**src/rtl/defines.sv**
```systemverilog
// Shared constants and state encoding for the fetch-stage next-PC generator.
// Holds the default address width, the default reset vector and the FSM states.
// Pure declarations; no logic.
package defines;

  localparam int          DATA_WIDTH   = 32;
  localparam logic [31:0] RESET_VECTOR = 32'h0000_0000;

  typedef enum logic [1:0] {
    PC_BOOT,
    PC_RUN,
    PC_HOLD
  } pc_state_e;

endpackage

```
**src/rtl/redirect_arb.sv**
```systemverilog
// Fixed-priority redirect selector: index 0 wins, target is word-aligned on the way out.
// Latency: purely combinational.
// Backpressure: none; the caller decides when the selected target is consumed.
module redirect_arb #(
  parameter int DATA_WIDTH   = defines::DATA_WIDTH,
  parameter int NUM_REDIRECT = 2,
  parameter bit ALIGN_CHECK  = 1'b1
) (
  input  logic [NUM_REDIRECT-1:0]                 valid_i,
  input  logic [NUM_REDIRECT-1:0][DATA_WIDTH-1:0] addr_i,
  output logic                                    any_valid_o,
  output logic [DATA_WIDTH-1:0]                   sel_addr_o,
  output logic                                    sel_mis_o
);

  logic [DATA_WIDTH-1:0] raw_addr;

  // Walk from the lowest priority upward so the lowest asserted index is the last write.
  always_comb begin
    raw_addr = '0;
    for (int i = NUM_REDIRECT - 1; i >= 0; i--) begin
      if (valid_i[i]) begin
        raw_addr = addr_i[i];
      end
    end
  end

  assign any_valid_o = |valid_i;
  // The PC can only hold word addresses, so the low two bits are dropped here and reported.
  assign sel_addr_o  = {raw_addr[DATA_WIDTH-1:2], 2'b00};
  assign sel_mis_o   = ALIGN_CHECK && any_valid_o && (raw_addr[1:0] != 2'b00);

endmodule

```
**src/rtl/pc_gen.sv**
```systemverilog
// Registered next-PC generator: boot cycle, sequential +4 fetch, prioritised redirects.
// Latency: redirect lands on pc_o one cycle later; a redirect seen while waiting lands the cycle after fire.
// Backpressure: pc_o is frozen while fetch_valid_o && !fetch_ready_i; redirects arriving then are buffered.
module pc_gen #(
  parameter int                   DATA_WIDTH   = defines::DATA_WIDTH,
  parameter int                   NUM_REDIRECT = 2,
  parameter logic [DATA_WIDTH-1:0] RESET_VECTOR = DATA_WIDTH'(defines::RESET_VECTOR),
  parameter bit                   ALIGN_CHECK  = 1'b1
) (
  input  logic                                    clk,
  input  logic                                    rst,
  input  logic [NUM_REDIRECT-1:0]                 redirect_valid_i,
  input  logic [NUM_REDIRECT-1:0][DATA_WIDTH-1:0] redirect_addr_i,
  input  logic                                    stall_i,
  input  logic                                    fetch_ready_i,
  output logic [DATA_WIDTH-1:0]                   pc_o,
  output logic [DATA_WIDTH-1:0]                   pc_plus4_o,
  output logic                                    fetch_valid_o,
  output logic                                    misalign_o,
  output logic                                    redirect_pending_o
);

  import defines::*;

  pc_state_e             state_q, state_d;
  logic [DATA_WIDTH-1:0] pc_q, pc_d;
  logic [DATA_WIDTH-1:0] pend_addr_q, pend_addr_d;
  logic                  pend_mis_q, pend_mis_d;
  logic                  mis_q, mis_d;
  logic                  wait_q;

  logic                  any_valid;
  logic [DATA_WIDTH-1:0] sel_addr;
  logic                  sel_mis;
  logic                  waiting;
  logic                  fire;

  redirect_arb #(
    .DATA_WIDTH  (DATA_WIDTH),
    .NUM_REDIRECT(NUM_REDIRECT),
    .ALIGN_CHECK (ALIGN_CHECK)
  ) u_arb (
    .valid_i    (redirect_valid_i),
    .addr_i     (redirect_addr_i),
    .any_valid_o(any_valid),
    .sel_addr_o (sel_addr),
    .sel_mis_o  (sel_mis)
  );

  // A stall only suppresses new requests; one already outstanding stays asserted until accepted.
  assign fetch_valid_o = (state_q != PC_BOOT) && (!stall_i || wait_q);
  assign waiting       = fetch_valid_o && !fetch_ready_i;
  assign fire          = fetch_valid_o && fetch_ready_i;

  // Next-state selection: waiting beats redirect beats buffered redirect beats sequential advance.
  always_comb begin
    state_d     = state_q;
    pc_d        = pc_q;
    pend_addr_d = pend_addr_q;
    pend_mis_d  = pend_mis_q;
    mis_d       = 1'b0;
    case (state_q)
      PC_BOOT: begin
        state_d = PC_RUN;
      end
      default: begin
        if (waiting) begin
          // pc_o must stay put for memory; remember only the newest redirect.
          if (any_valid) begin
            pend_addr_d = sel_addr;
            pend_mis_d  = sel_mis;
            state_d     = PC_HOLD;
          end
        end else if (any_valid) begin
          // A live redirect supersedes anything buffered.
          pc_d    = sel_addr;
          mis_d   = sel_mis;
          state_d = PC_RUN;
        end else if (state_q == PC_HOLD) begin
          pc_d    = pend_addr_q;
          mis_d   = pend_mis_q;
          state_d = PC_RUN;
        end else if (fire) begin
          pc_d = pc_q + DATA_WIDTH'(4);
        end
      end
    endcase
  end

  // State, PC, pending buffer and handshake history registers.
  always_ff @(posedge clk or posedge rst) begin
    if (rst) begin
      state_q     <= PC_BOOT;
      pc_q        <= RESET_VECTOR;
      pend_addr_q <= '0;
      pend_mis_q  <= 1'b0;
      mis_q       <= 1'b0;
      wait_q      <= 1'b0;
    end else begin
      state_q     <= state_d;
      pc_q        <= pc_d;
      pend_addr_q <= pend_addr_d;
      pend_mis_q  <= pend_mis_d;
      mis_q       <= mis_d;
      wait_q      <= waiting;
    end
  end

  assign pc_o               = pc_q;
  assign pc_plus4_o         = pc_q + DATA_WIDTH'(4);
  assign misalign_o         = mis_q;
  assign redirect_pending_o = (state_q == PC_HOLD);

endmodule

```
**config.mk**
```make
export PLATFORM = sky130hd
export DESIGN_NAME = pc_gen
export DESIGN_NICKNAME = d
export VERILOG_FILES = /design/src/rtl/defines.sv /design/src/rtl/redirect_arb.sv /design/src/rtl/pc_gen.sv
export SDC_FILE = /design/constraint.sdc
export NUM_CORES = 1
export LEC_CHECK = 0
export CORE_AREA = 8 8 111 113
export DETAILED_ROUTE_END_ITERATION = 8
export DIE_AREA = 0 0 119 121
export MAX_ROUTING_LAYER = met4
export PLACE_DENSITY = 0.84
export SYNTH_ARGS = -nofsm -noshare
export SYNTH_HDL_FRONTEND = slang
export SYNTH_SLANG_ARGS = --single-unit
export TNS_END_PERCENT = 30
```
**constraint.sdc**
```tcl
create_clock -name clk -period 2 [get_ports clk]
set_input_delay 0.4 -clock clk [delete_from_list [all_inputs] [get_ports clk]]
set_output_delay 0.4 -clock clk [all_outputs]
set_load 0.02 [all_outputs]
```
# Yosys cells after proc, flatten, opt, wreduce, memory -nomap -nowiden
# Cells that the tools add are included.
# classes
mux,14
n_reduce_logical,16
eq_ne,2
bitwise,2
addsub,1
# op_table
op,n
$mux W32,5
$add A32 B3 Y32 const B,1
$mux W2,5
$reduce_and A3 Y1,2
$reduce_bool A3 Y1,2
$logic_and A1 B1 Y1,4
$mux W1,4
$reduce_bool A2 Y1,2
$ne A3 B2 Y1 const B,1
$eq A2 B2 Y1 const B,1
$logic_not A1 Y1,2
$logic_not A2 Y1,1
$not A1 Y1,2
$reduce_and A2 Y1,1
$reduce_or A2 Y1,1
$logic_or A1 B1 Y1,1
# word_totals
wordCells,41
regBits,67
inputBits,70
output_inout_bits,67

# Depth between registers and ports, before layout
# logic_depth
word_depth,7
ltp_mapped,10
ltp_nobuf,6

# By module
# From an unflattened synthesis, not the netlist that was laid out.
# unflattened
cells_unflattened,475
hier_area_um2,4440.5
# by_module_without_submodules
module,cells_each,n_inst,seq_area_each_um2,area_each_um2
pc_gen,426,1,1726.7,4048.9
redirect_arb,49,1,0.0,391.6

# Least setup slack after synthesis
# OpenSTA, ideal clock, no wires.
# synth_timing
path_type,register to output
start,"register pc_q[3], in the netlist pc_o[3]"
end,output port pc_plus4_o[30]
setup_slack_ps,-598
n_path_buf,1
stages_incl_launch_ff,8
t_arrival_ps,2198
cell_sequence,dfrtp_1 -> ha_1 -> nand3_2 -> or4_4 -> buf_6 -> nor2_4 -> nand2_1 -> xnor2_1
# synth_between
elab_chain_len,1
# synth_rtl
item,line_no,rtl
start: declaration,pc_gen.sv:26,"logic [DATA_WIDTH-1:0] pc_q, pc_d;"
start signal: assignment,pc_gen.sv:101,pc_q <= pc_d;
$add A32 B3 Y32,pc_gen.sv:110,assign pc_plus4_o = pc_q + DATA_WIDTH'(4);
end: declaration,pc_gen.sv:17,"output logic [DATA_WIDTH-1:0] pc_plus4_o,"
# Every way passes these cells.

# Worst setup path in the final report
# Same ends and word-level chain as after synthesis.

==> impl_metrics.env <==
export IMPL_startpoint_type="flip-flop"
export IMPL_floorplan_die_area_mm2=0.0144
export IMPL_detail_route_wl_per_cell_um=19.2
export IMPL_synth_ff_type="sky130_fd_sc_hd__dfrtp_1"
export IMPL_max_cap_viol_count=0
export IMPL_initial_core_utilization=0.421
export IMPL_global_route_usage_met1=0.308
export IMPL_grt_first_pass_wirelength_um=28200
export IMPL_critical_path_n_buffers_inverters=1
export IMPL_synth_cells=535
export IMPL_setup_viol=31
export IMPL_num_nets_final=856
export IMPL_cts_root_buffer_cell="sky130_fd_sc_hd__clkbuf_8"
export IMPL_die_x_um=119
export IMPL_worstSetupPathType="reg -> out"
export IMPL_initial_antenna_violation_count=0
export IMPL_worst_ir_drop_vdd_mv=0.396
export IMPL_vias_in_the_first_global_route=5442
export IMPL_htree_levels=3
export IMPL_cp_max_fo=4
export IMPL_rsz0062_at_grt="true"
export IMPL_run_status="finished with violations"
export IMPL_tritoncts="built"
export IMPL_synth_avg_cell_area_um2=8.34
export IMPL_critical_path_slowest_cell="sky130_fd_sc_hd__or4_4"
export IMPL_yosys_warnings=0
export IMPL_min_period_over_period=1.26
export IMPL_critical_path_max_stage_delay_ps=570
export IMPL_report_power_total_w=0.00574
export IMPL_core_rows=38
export IMPL_detailed_place_hpwl_um=13500
export IMPL_drt_drc_violations_left=0
export IMPL_ys_types=63
export IMPL_synth_area_mm2=0.00446
export IMPL_cts_root_to_sink_buffers=2
export IMPL_drt_initial_drc_count=520
export IMPL_synth_async_reset_ratio=1.00
export IMPL_grt_util_met3=0.0409
export IMPL_cp_arrival_ps=2130
export IMPL_core_region_area_mm2=0.0106
export IMPL_antenna_diode_count=0
export IMPL_share_of_layout_cells_above_drive_strength_1=0.352
export IMPL_final_area_mm2=0.00760
export IMPL_antenna_left=0
export IMPL_timing_clock_skew_ps=9.03
export IMPL_seq_area_frac_synth=0.365
export IMPL_violations_in_the_final_reports="setup timing"
export IMPL_clock_insertion_delay_worst_skew_ps=350
export IMPL_hold_path_class="in -> async"
export IMPL_grt_max_degree=66
export IMPL_setup_tns_final_ps=-10050
export IMPL_grt_usage=0.247
export IMPL_cp_top_family="simple AND/OR/NAND/NOR gates"
export IMPL_power_density_mw_per_mm2=755
export IMPL_synth_ff_latch_count=65
export IMPL_clkTransAtPathRegs_ps=80
export IMPL_setup_slack_ps=-530
export IMPL_die_height_um=121
export IMPL_cp_data_required_time_ps=1600
export IMPL_cp_cell_sequence="ha_4 -> nand3_4 -> or4_4 -> nor2_4 -> nand2_2 -> xnor2_4 -> buf_4"
export IMPL_leakage_nw=3.37
export IMPL_areaGrowthSynthToFinish_pct=70.4
export IMPL_port_buffers=132
export IMPL_dp_slack_ps=-643
export IMPL_met2_usage=0.396
export IMPL_globalplace_congestion=0.922
export IMPL_number_of_sinks_driven_by_the_clock_tree=65
export IMPL_vias=5402
export IMPL_max_clk_rate_mhz=395
export IMPL_route_detailed_vias_per_inst=5.81
export IMPL_post_place_cell_area_mm2=0.00710
export IMPL_drt_pass1_iterations=5
export IMPL_gr_max_usage_layer="met2"
export IMPL_cp_end_kind="output pin"
export IMPL_final_period_minus_worst_setup_slack_ps=2530
export IMPL_grt_overflow=0
export IMPL_final_max_slew_viol_count=0
export IMPL_cts_made_buffers=9
export IMPL_layout_common_cells="sky130_fd_sc_hd__buf_4, sky130_fd_sc_hd__clkdlybuf4s50_1, sky130_fd_sc_hd__o21ai_0"
export IMPL_most_common_library_cell_in_the_layout_ignoring_fill_and_taps="sky130_fd_sc_hd__buf_4"
export IMPL_finalHoldViolations=0
export IMPL_ios=137
export IMPL_drt_wl_total_um=17800
export IMPL_synth_enable_flop_cells=0
power breakdown:
part | switching, W | internal, W | leakage (nW) | total (W)
Sequential | 0.000261 | 0.00163 | 0.769 | 0.00189
Combinational | 0.00143 | 0.00137 | 2.51 | 0.00280
Clock | 0.000531 | 0.000513 | 0.0932 | 0.00104
Total | 0.00223 | 0.00351 | 3.37 | 0.00574
routing by layer:
metal  up-vias  wire (um)  part of all wire
met5         -          0                 0
met4         0        501             0.028
met3        48       1380             0.077
met2       279       8700              0.49
met1      2595       7250              0.41
li1       2480          -                 -
worst reg2reg max path: cells and delay by family, from the launching register on:
| family | cells | cell delay [ps] |
|---|---|---|
| simple gates | 5 | 1100 |
| flops | 1 | 400 |
| buf+inv | 4 | 690 |
what timing repair did:
item / 4_1_cts / 5_1_grt
resized for setup: 158 / 50
hold buffers: 0 / 0
pin swaps: 7 / 20
endpoints found under the setup margin: 36 / 41
hold endpoints to repair: 0 / 0
buffers inserted: 3 / 14
worst paths after layout:
kind                                 start              end  slack (ps)  cells past startpoint
setup / recovery                   pc_o[3]   pc_plus4_o[30]        -530                      7
setup reg to reg                  pc_o[11]         pc_o[27]        -260                      9
hold / removal                         rst         pc_o[25]         490                      3
hold reg to reg            pend_addr_q[23]  pend_addr_q[23]         500                      2
max in group asynchronous              rst          pc_o[5]        1180                      3
min in group clk           pend_addr_q[23]  pend_addr_q[23]         500                      2
sequential cells by signal (all words and copies together), names as in the netlist:
signal,flops
misalign_o,1
pend_mis_q,1
pc_o,30
wait_q,1
pend_addr_q,30
state_q,2
kinds of logic (layout without fill, tap and decap cells):
group | Yosys count | after routing | synth area share
AO/OA/AOI/OAI | 220 | 220 | 0.317
XOR/XNOR | 28 | 28 | 0.0550
buffers and inverters | 59 | 311 | 0.0584
AND/OR/NAND/NOR | 159 | 159 | 0.197
multiplexers | 2 | 2 | 0.00449
other | 1 | 4 | 0.000841
adder cells (fa/ha/maj) | 1 | 1 | 0.00281
flip-flops | 65 | 65 | 0.365
per-stage QoR:
step	cells	util	hold WS, ps
CTS	917	0.694	492
floorplan	538	-	450
global placement	898	0.670	464
global route	930	0.717	522
detailed placement	898	0.670	475
finish	930	0.717	489
cells in the mapped netlist (4+ instances only):
master / instances / area share
sky130_fd_sc_hd__o21ai_0: 73 / 0.082
sky130_fd_sc_hd__dfrtp_1: 65 / 0.36
sky130_fd_sc_hd__nand2_1: 53 / 0.045
sky130_fd_sc_hd__a21oi_1: 36 / 0.040
sky130_fd_sc_hd__a22oi_1: 36 / 0.061
sky130_fd_sc_hd__nor2_1: 36 / 0.030
sky130_fd_sc_hd__clkbuf_1: 33 / 0.028
sky130_fd_sc_hd__and3_1: 17 / 0.024
sky130_fd_sc_hd__xnor2_1: 16 / 0.031
sky130_fd_sc_hd__xor2_1: 12 / 0.024
sky130_fd_sc_hd__a2bb2oi_1: 11 / 0.022
sky130_fd_sc_hd__nand3_1: 11 / 0.012
sky130_fd_sc_hd__a31oi_1: 10 / 0.014
sky130_fd_sc_hd__inv_1: 10 / 0.0084
sky130_fd_sc_hd__o2bb2ai_1: 8 / 0.016
sky130_fd_sc_hd__a21boi_0: 7 / 0.012
sky130_fd_sc_hd__buf_2: 7 / 0.0079
sky130_fd_sc_hd__a221oi_1: 6 / 0.012
sky130_fd_sc_hd__buf_4: 6 / 0.010
sky130_fd_sc_hd__nand4_1: 6 / 0.0084
sky130_fd_sc_hd__nor3_1: 6 / 0.0067
sky130_fd_sc_hd__o21ai_1: 6 / 0.0067
sky130_fd_sc_hd__o22ai_1: 6 / 0.0084
sky130_fd_sc_hd__a221o_1: 4 / 0.0090
sky130_fd_sc_hd__nand2b_1: 4 / 0.0056
layout make-up:
type | count | area [um2]
fillers | 764 | 3010
multi-input cells | 414 | 2990
repair buffers | 284 | 2570
flip-flops and latches | 65 | 1650
well taps | 140 | 175
clock buffers | 13 | 159
inverters | 11 | 45.0
clock inverters | 3 | 15.0
No activity file was read; power rests on OpenSTA's default activity.
